===== src/rtl/spi_frame_pkg.sv =====
// Shared constants and types for the SPI frame receiver.
// Frame layout: {rw, addr[6:0], data[7:0]}, MSB first.
package spi_frame_pkg;

  localparam int FRAME_BITS = 16;
  localparam int ADDR_W     = 7;
  localparam int DATA_W     = 8;
  localparam int CNT_W      = 5;

  localparam logic RW_WRITE = 1'b1;

  localparam logic [CNT_W-1:0] CNT_MAX   = '1;
  localparam logic [CNT_W-1:0] CNT_FRAME = CNT_W'(FRAME_BITS);

  typedef enum logic {
    ST_IDLE,
    ST_SHIFT
  } state_t;

  // Bit counter step that sticks at full scale, so very long
  // frames can never wrap back onto a legal length.
  function automatic logic [CNT_W-1:0] cnt_inc(
    input logic [CNT_W-1:0] c
  );
    return (c == CNT_MAX) ? c : c + 1'b1;
  endfunction

endpackage


===== src/rtl/sync_edge_det.sv =====
// Pin synchronizer with previous-value flop and registered
// rise/fall flags, all resetting to the pin's idle level.
module sync_edge_det #(
  parameter int   SYNC_STAGES = 2,
  parameter logic RESET_VAL   = 1'b0
) (
  input  logic clk,
  input  logic rst_n,
  input  logic din,
  output logic level,
  output logic rise,
  output logic fall
);

  logic [SYNC_STAGES-1:0] chain;
  logic                   prev;

  assign level = chain[SYNC_STAGES-1];

  // Shift the pin through the chain and flag level changes.
  always_ff @(posedge clk or negedge rst_n) begin
    if (!rst_n) begin
      chain <= {SYNC_STAGES{RESET_VAL}};
      prev  <= RESET_VAL;
      rise  <= 1'b0;
      fall  <= 1'b0;
    end else begin
      chain <= {chain[SYNC_STAGES-2:0], din};
      prev  <= chain[SYNC_STAGES-1];
      rise  <= chain[SYNC_STAGES-1] & ~prev;
      fall  <= ~chain[SYNC_STAGES-1] & prev;
    end
  end

endmodule


===== src/rtl/spi_frame_rx.sv =====
// SPI mode-0 16-bit frame receiver: syncs pins, assembles frames
// and emits one write pulse per valid write frame.
module spi_frame_rx
  import spi_frame_pkg::*;
#(
  parameter int SYNC_STAGES = 2
) (
  input  logic              clk,
  input  logic              rst_n,
  input  logic              sclk_in,
  input  logic              copi_in,
  input  logic              ncs_in,
  output logic              frame_valid,
  output logic [ADDR_W-1:0] frame_addr,
  output logic [DATA_W-1:0] frame_data,
  output logic              frame_err,
  output logic              rx_busy
);

  logic sclk_rise;
  logic sclk_fall_unused;
  logic sclk_level_unused;

  logic ncs_level;
  logic ncs_rise;
  logic ncs_fall;

  logic copi_level;
  logic copi_rise_unused;
  logic copi_fall_unused;

  state_t                  state;
  logic [FRAME_BITS-1:0]   shift_q;
  logic [CNT_W-1:0]        cnt_q;

  sync_edge_det #(
    .SYNC_STAGES (SYNC_STAGES),
    .RESET_VAL   (1'b0)
  ) u_sclk (
    .clk   (clk),
    .rst_n (rst_n),
    .din   (sclk_in),
    .level (sclk_level_unused),
    .rise  (sclk_rise),
    .fall  (sclk_fall_unused)
  );

  sync_edge_det #(
    .SYNC_STAGES (SYNC_STAGES),
    .RESET_VAL   (1'b1)
  ) u_ncs (
    .clk   (clk),
    .rst_n (rst_n),
    .din   (ncs_in),
    .level (ncs_level),
    .rise  (ncs_rise),
    .fall  (ncs_fall)
  );

  sync_edge_det #(
    .SYNC_STAGES (SYNC_STAGES),
    .RESET_VAL   (1'b0)
  ) u_copi (
    .clk   (clk),
    .rst_n (rst_n),
    .din   (copi_in),
    .level (copi_level),
    .rise  (copi_rise_unused),
    .fall  (copi_fall_unused)
  );

  assign rx_busy = ~ncs_level;

  // Frame FSM: shift bits while selected, judge the frame on deselect.
  always_ff @(posedge clk or negedge rst_n) begin
    if (!rst_n) begin
      state       <= ST_IDLE;
      shift_q     <= '0;
      cnt_q       <= '0;
      frame_valid <= 1'b0;
      frame_err   <= 1'b0;
      frame_addr  <= '0;
      frame_data  <= '0;
    end else begin
      frame_valid <= 1'b0;
      frame_err   <= 1'b0;
      unique case (state)
        ST_IDLE: begin
          if (ncs_fall) begin
            shift_q <= '0;
            cnt_q   <= '0;
            state   <= ST_SHIFT;
          end
        end
        ST_SHIFT: begin
          if (ncs_rise) begin
            state <= ST_IDLE;
            if (cnt_q == CNT_FRAME) begin
              if (shift_q[FRAME_BITS-1] == RW_WRITE) begin
                frame_valid <= 1'b1;
                frame_addr  <= shift_q[ADDR_W+DATA_W-1:DATA_W];
                frame_data  <= shift_q[DATA_W-1:0];
              end
            end else begin
              frame_err <= 1'b1;
            end
          end else if (sclk_rise && !ncs_level) begin
            shift_q <= {shift_q[FRAME_BITS-2:0], copi_level};
            cnt_q   <= cnt_inc(cnt_q);
          end
        end
        default: state <= ST_IDLE;
      endcase
    end
  end

endmodule


===== config.mk =====
export PLATFORM = sky130hd
export DESIGN_NAME = spi_frame_rx
export DESIGN_NICKNAME = d
export VERILOG_FILES = /design/src/rtl/spi_frame_pkg.sv /design/src/rtl/sync_edge_det.sv /design/src/rtl/spi_frame_rx.sv
export SDC_FILE = /design/constraint.sdc
export NUM_CORES = 1
export LEC_CHECK = 0
export ABC_AREA = 1
export CAP_MARGIN = 0
export CORE_MARGIN = 10
export CORE_UTILIZATION = 49
export CTS_CLUSTER_SIZE = 40
export DETAILED_ROUTE_END_ITERATION = 6
export GPL_ROUTABILITY_DRIVEN = 0
export PLACE_DENSITY_LB_ADDON = 0.15
export SETUP_SLACK_MARGIN = 0.3
export SLEW_MARGIN = 20
export SYNTH_ARGS = -nofsm -noshare
export SYNTH_HDL_FRONTEND = slang
export SYNTH_HIERARCHICAL = 1
export SYNTH_SLANG_ARGS = --single-unit

===== constraint.sdc =====
create_clock -name clk -period 1.4 [get_ports clk]
set_input_delay 0.21 -clock clk [delete_from_list [all_inputs] [get_ports clk]]
set_output_delay 0.21 -clock clk [all_outputs]
set_load 0.005 [all_outputs]

Word level (Yosys, flattened, before mapping)

Cells that the tools add are included.

$add $sub $neg: 1
Eq/ne operators: 6
Muxes and demuxes: 19
Bitwise operators: 7
Reduce and logical (&&, ||, !) cells: 5

Operator list:

| kind                                                            | number |
|---|---|
| 16-bit 2-to-1 mux                                               | 3 |
| 16-bit one-hot mux with 2 select lines                          | 1 |
| 5-bit 2-to-1 mux                                                | 4 |
| 5-bit == test, second input constant                            | 2 |
| 5-bit one-hot mux with 2 select lines                           | 1 |
| 1-bit 2-to-1 mux                                                | 9 |
| 4-bit AND reduction                                             | 2 |
| 5-bit by 1-bit adder with 5-bit output, second input constant   | 1 |
| 2-bit by 1-bit != test with 1-bit output, second input constant | 2 |
| 2-bit != test, second input constant                            | 2 |
| 1-bit inverter                                                  | 4 |
| 1-bit bitwise AND                                               | 3 |
| 3-bit AND reduction                                             | 1 |
| 1-bit one-hot mux with 2 select lines                           | 1 |
| 1-bit logical AND                                               | 1 |
| 1-bit logical NOT                                               | 1 |

Flip-flop bits (word level): 50

Depth between registers and ports, before layout

Depth after elaboration: 5
Gate-level depth with buffers: 9
Gate-level depth less buffers: 8

By module

The synthesis kept the hierarchy.

Modules (own cells, without submodules):

| module                     | instances | cells each | area an instance (um^2) | sequential area each (um^2) |
|---|---|---|---|---|
| spi_frame_rx               | 1         | 186        | 1,652.8                 | 975.9 |
| sync_edge_det (u_copi ...) | 2         | 9          | 140.1                   | 125.1 |
| sync_edge_det (u_ncs)      | 1         | 9          | 143.9                   | 128.9 |

Least setup slack after synthesis

No wires, ideal clock.

Path type: register to register
Start: register cnt_q[0]
End: register cnt_q[3]
Setup time: 0.125 ns
Data arrival time: 1.227 ns
Slack: 0.048 ns
Cell stages (with the launch flop): 9
Buffers on the path: 0
Cells stage by stage: dfrtp_1 -> ha_1 -> nand2_1 -> nor2_1 -> ha_1 -> nand2_1 -> nand3_2 -> nand2_1 -> o21ai_1

Cells in the longest elaborated chain, start to end: 5
Elaborated cells on any way between the ends: 8
Classes of those cells: 1 x add/sub; 2 x eq/ne; 4 x mux; 1 x reduce/logical

RTL lines:

| element                                | line                | RTL |
|---|---|---|
| from (decl)                            | spi_frame_rx.sv:34  | `logic [CNT_W-1:0] cnt_q;` |
| from (signal assigned)                 | spi_frame_rx.sv:109 | `cnt_q <= cnt_inc(cnt_q);` |
| 5-bit by 1-bit adder with 5-bit output | spi_frame_pkg.sv:25 | `return (c == CNT_MAX) ? c : c + 1'b1;` |
| 5-bit 2-to-1 mux                       | spi_frame_pkg.sv:25 |  |
| 5-bit 2-to-1 mux                       | spi_frame_rx.sv:107 | `end else if (sclk_rise && !ncs_level) begin` |
| 5-bit 2-to-1 mux                       | spi_frame_rx.sv:96  | `if (ncs_rise) begin` |
| 5-bit one-hot mux with 2 select lines  | spi_frame_rx.sv:87  | `unique case (state)` |

Parallel ways exist; a longest one is shown, timed or not. The select of a mux whose other input is x is not followed.
A chain may end at the register's enable or synchronous reset.

Final worst setup path

Start: register cnt_q[1]
End: register frame_data[4]

Cells in the longest elaborated chain, start to end: 2

RTL lines:

| element                       | line                | RTL |
|---|---|---|
| 5-bit == test                 | spi_frame_rx.sv:98  | `if (cnt_q == CNT_FRAME) begin` |
| 4-bit AND reduction (no line) | -                   |  |
| to (signal assigned)          | spi_frame_rx.sv:102 | `frame_data <= shift_q[DATA_W-1:0];` |
| to (decl)                     | spi_frame_rx.sv:15  | `output logic [DATA_W-1:0] frame_data,` |

Every way passes these cells.

==> results_dict.tcl <==
set metrics [dict create \
    hold_viol_final 0 \
    dieHeight_um 83.16 \
    violations "negative setup slack" \
    worst-path-buf-inv 2 \
    syn2layout_area_growth_pct 38.35 \
    cts_tree "done" \
    die_w_um 83.16 \
    grt.total_usage_pct 12.43 \
    startpoint_type "register" \
    insertion_delay_ns 0.30 \
    critPathMaxFanout 8 \
    end_kind "register" \
    tightest_slew_ns 0.3859 \
    setup_viol 20 \
    n_antenna_cell 0 \
    crit_start "cnt_q[1]$_DFFE_PN0P_" \
    grt_pass1_vias 1524 \
    grt_first_pass_wirelength_mm 7.258 \
    syn-num-nets 211 \
    crit_path_max_incr_delay_ns 0.42 \
    max_freq_ghz 0.6828 \
    die_area_um2 6915 \
    holdWs_ns 0.3155 \
    drc 0 \
    critical_path_class "register to register" \
    yosys_warnings 6 \
    avgViaCountPerCell 5.064 \
    post_drt_wl_per_cell_um 14.82 \
    fin_ws_ns -0.06466 \
    critPathMostFrequentCell "nand2_1" \
    num_vias 1514 \
    timing.rr.start "cnt_q[1]$_DFFE_PN0P_" \
    ctsRootBufferMaster "clkbuf_8" \
    drtAntennaViolNets 0 \
    min_path_cells 1 \
    dp.final_hpwl_mm 2.308 \
    hp-start "ncs_in" \
    htreeDepth 2 \
    fill_cells 262 \
    drive_gt1_share_pct 45.42 \
    core_area_um2 3771 \
    place_ws_ns -0.08605 \
    holdPathEnd "u_ncs/chain[0]$_DFF_PN1_" \
    rr_worst_depth 8 \
    rsz0062_at_grt "yes" \
    syn_area_um2 1954 \
    cap_violations 0 \
    drtPass1Iterations 4 \
    port_buffers 22 \
    cts_max_path_buffers 2 \
    antenna_found_initial 0 \
    rows 22 \
    max_slew_margin_pct 74.25 \
    period_share_pct 104.6 \
    cts_sinks 50 \
    fin_nets 258 \
    fin_crit_ns 1.465 \
    fin_util_pct 71.70 \
    hold_class "input port to register" \
    grt_max_degree 36 \
    status "finished with violations" \
    finClkSkew_ns 0.007021 \
    initial_core_util_pct 51.82 \
    p_total_mw 3.342 \
    num_io_pins 23 \
    cellPowerDensity_nw_per_um2 1236 \
    grt_overflow 0 \
    crit_chain "inv_1 > ha_4 > nand2_2 > nor3_4 > buf_4 > nand2_4 > nand2_1 > nand2_1" \
    crit_cells 8 \
    r2r_setup_slack_ns -0.06 \
    p_leak_nw 1.411 \
    r2r_end "frame_data[4]$_DFFE_PN0P_" \
    cts_buffers 5 \
    cp.required_ns 1.60 \
    syn_area_per_cell_um2 9.627 \
    first_iter_violations 89 \
    finalWirelength_mm 4.430 \
    arrival_ns 1.66 \
    clk_pin_slew_ns 0.09 \
    drv_slew 0 \
    crit_slowest_cell "dfrtp_1" \
    path_delay_family "simple AND/OR/NAND/NOR gates" \
    ir_drop_v 0.0008042 \
    synthCells 203 \
]
## cell type report
type | count | area (µm²) | share of cell area [%]
Inverter | 11 | 48.80 | 1.805
Multi-Input combinational cell | 140 | 914.6 | 33.83
Clock inverter | 1 | 30.03 | 1.111
Tap cell | 48 | 60.06 | 2.221
Clock buffer | 7 | 86.33 | 3.193
Sequential cell | 50 | 1256 | 46.46
Timing Repair Buffer | 41 | 296.5 | 10.97
Timing Repair inverter | 1 | 11.26 | 0.4165
## how the worst max path moves through the flow
stage,to
after floorplan,cnt_q[3]$_DFFE_PN0P_
after global placement,frame_data[1]$_DFFE_PN0P_
after detailed placement,frame_data[1]$_DFFE_PN0P_
after CTS,frame_data[5]$_DFFE_PN0P_
after global routing,frame_data[4]$_DFFE_PN0P_
final,frame_data[4]$_DFFE_PN0P_
## per-stage QoR
stage	area [µm²]	std cells	setup TNS, ns
after CTS	2527	296	-0.4553
after detailed placement	2225	268	-1.189
after global routing	2704	299	-2.250
final	2704	299	-0.8605
after floorplan	1993	203	0
after global placement	2225	268	0
## timing repair
action / CTS / global route
pin swaps: 7 / 9
resized for setup: 95 / 48
hold buffers: 1 / 0
endpoints found under the setup margin: 56 / 41
cloned: 6 / 1
buffers inserted: 13 / 2
endpoints found under the hold margin: 12 / 0
## power breakdown
| group | total (mW) | internal (mW) | switching [mW] | leakage [nW] |
|---|---|---|---|---|
| clock network | 1.04 | 0.583 | 0.453 | 0.0585 |
| logic | 0.680 | 0.268 | 0.412 | 0.686 |
| registers | 1.63 | 1.53 | 0.0986 | 0.667 |
## per-layer routing
metal | global-route usage, % | routed length, µm | up-vias
li1 | - | - | 732
met2 | 19.34 | 2140 | 44
met1 | 15.60 | 1949 | 727
met5 | 0 | 0 | -
met3 | 4.004 | 263 | 11
met4 | 4.769 | 76 | 0
## layout by cell type, fill, tap and decap left out, types with 2 or more instances in the layout
| master | instances |
|---|---|
| buf_4 | 15 |
| dfrtp_1 | 46 |
| o21ai_2 | 6 |
| nand2_1 | 54 |
| inv_1 | 7 |
| nand2_2 | 33 |
| buf_6 | 3 |
| clkdlybuf4s50_1 | 3 |
| nor2_1 | 5 |
| inv_2 | 3 |
| inv_8 | 2 |
| nand2_4 | 9 |
| nand3_1 | 3 |
| o21ai_1 | 15 |
| nand2_8 | 6 |
| clkbuf_2 | 2 |
| dfstp_2 | 3 |
| clkbuf_8 | 6 |
| buf_2 | 16 |
| nand3_4 | 2 |
## flip-flops by register name (all words and copies together) (netlist names), 2 cells and up
signal	count
shift_q	16
frame_data	8
frame_addr	7
cnt_q	5
u_copi/chain	2
u_ncs/chain	2
u_sclk/chain	2
No activity file was read; power rests on OpenSTA's default activity.
==> patch (same flow settings) <==
Set the package constant `FRAME_BITS` to 20 (it was 16).
--- a/src/rtl/spi_frame_pkg.sv
+++ b/src/rtl/spi_frame_pkg.sv
@@ -3,5 +3,5 @@
 package spi_frame_pkg;
 
-  localparam int FRAME_BITS = 16;
+  localparam int FRAME_BITS = 20;
   localparam int ADDR_W     = 7;
   localparam int DATA_W     = 8;
Check against the original RTL: same outputs for any inputs over 10 cycles, from zero or initial values and one cycle with rst_n low; that may be too few to reach the edited logic, so the function may still have changed.
==> patch against the unedited design <==
Clock skew increased by 0.0016 ns; final cell count grew 9.7%; sequential share of layout area fell by 3.7 points; wire length increased by 14%; power up 7.9%; synthesized cell count is 8.9% higher; non-clock buffer count up 11; synthesized area is 15% higher; die area rose by 11%; maximum frequency is 6.1% higher; final area rose by 17%; count of clock-buffer cells in the layout fell by 1; sequential cell count up 4; worst setup slack improved by 0.084 ns.
==> patch: results (changes against the unedited design) <==
Post-CTS Setup Inserts 18 (+5); drt first pass iters 4 (unchanged); met1 Use GR 16.37% (+0.77 points); pre-CTS setup slack 0.01954 ns (+0.1056 ns); Synth Instances 221 (+8.9%); Num Clock Sinks 54 (+8.0%); H-tree depth 2 (unchanged); Total Routing Usage GR 13.07% (+0.64 points); fraction of area in multi-input gates 34.03% (+0.20 points); clock root buffer clkbuf_8; I/O Buffers 22 (unchanged); layout cells sized above 1 53.99% (+8.6 points); non-clk buf share 15.95% (+5.0 points); Via Count 1679 (+11%); Global Route met3 Usage 3.621% (-0.38 points); # clk buffers 6 (-1); post_cts resized 99 (+4.2%); Crit path largest cell delay 0.43 ns; met3 wire len 172 um (-35%); # DRC 0 (unchanged); Slew headroom 76.27% (+2.0 points); M2 GR Usage 21.16% (+1.8 points); met2 wire len 2539 um (+19%); placed cell count 291 (+8.6%); VDD IR max 0.0009792 V (+22%); comb_multi_in 150 (+7.1%); via density per instance 5.119 (+1.1%); fill cell count 327 (+25%); # nets final 283 (+9.7%); syn nets 229 (+8.5%); crit-path leading delay family flip-flops; clock-cell share of area 3.000% (-1.3 points); Seq/total area 42.76% (-3.7 points); first-pass GRT wire length 8052 um (+11%); arrival time worst endpoint 1.62 ns (-0.04 ns); Routed Wire Length 5070 um (+14%); Non-clock buffers 52 (+27%); Final HPWL DP 2465 um (+6.8%); Met1 Wirelength 2275 um (+17%); initial drt markers 87 (-2.2%); final worst clock skew 0.008627 ns (+0.001606 ns); biggest regs shift_q (20), frame_data (8), frame_addr (7); Pleak 0.001684 uW (+19%); largest net degree at the start of global routing 55 (+53%); outcome completed; number of signal-net inverters in the final layout 12 (unchanged)
[patch: cell count changes in the layout (fill, tap and decap cells not counted), sizes merged, moves of 2 or more]
cell	delta
buf	+10
inv	-2
nand2	+6
o21ai	+4
clkinv	+3
dfrtp	+4
[patch: report_power, final]
group	switching, uW	internal [uW]
combinational	481	491
clock	506	399
sequential	88.5	1640
[patch: final timing paths]
kind	slack [ns]	cells after the start	to
setup / recovery	0.02	9	frame_addr[1]
setup reg to reg	0.02	9	frame_addr[1]
max in group asynchronous	0.68	3	u_ncs/chain[1]
min in group asynchronous	0.41	3	cnt_q[3]
hold reg to reg	0.36	0	u_sclk/chain[1]
hold / removal	0.30	1	u_ncs/chain[0]
[patch: through the flow]
stage	cell area, um^2	util [%]	power (uW)
4_1_cts	2922	66.64	3453
2_1_floorplan	2261	-	2101
6_report	3169	72.29	3608
3_5_place_dp	2516	57.39	2226
5_1_grt	3169	72.29	3752
3_3_place_gp	2516	57.39	2217
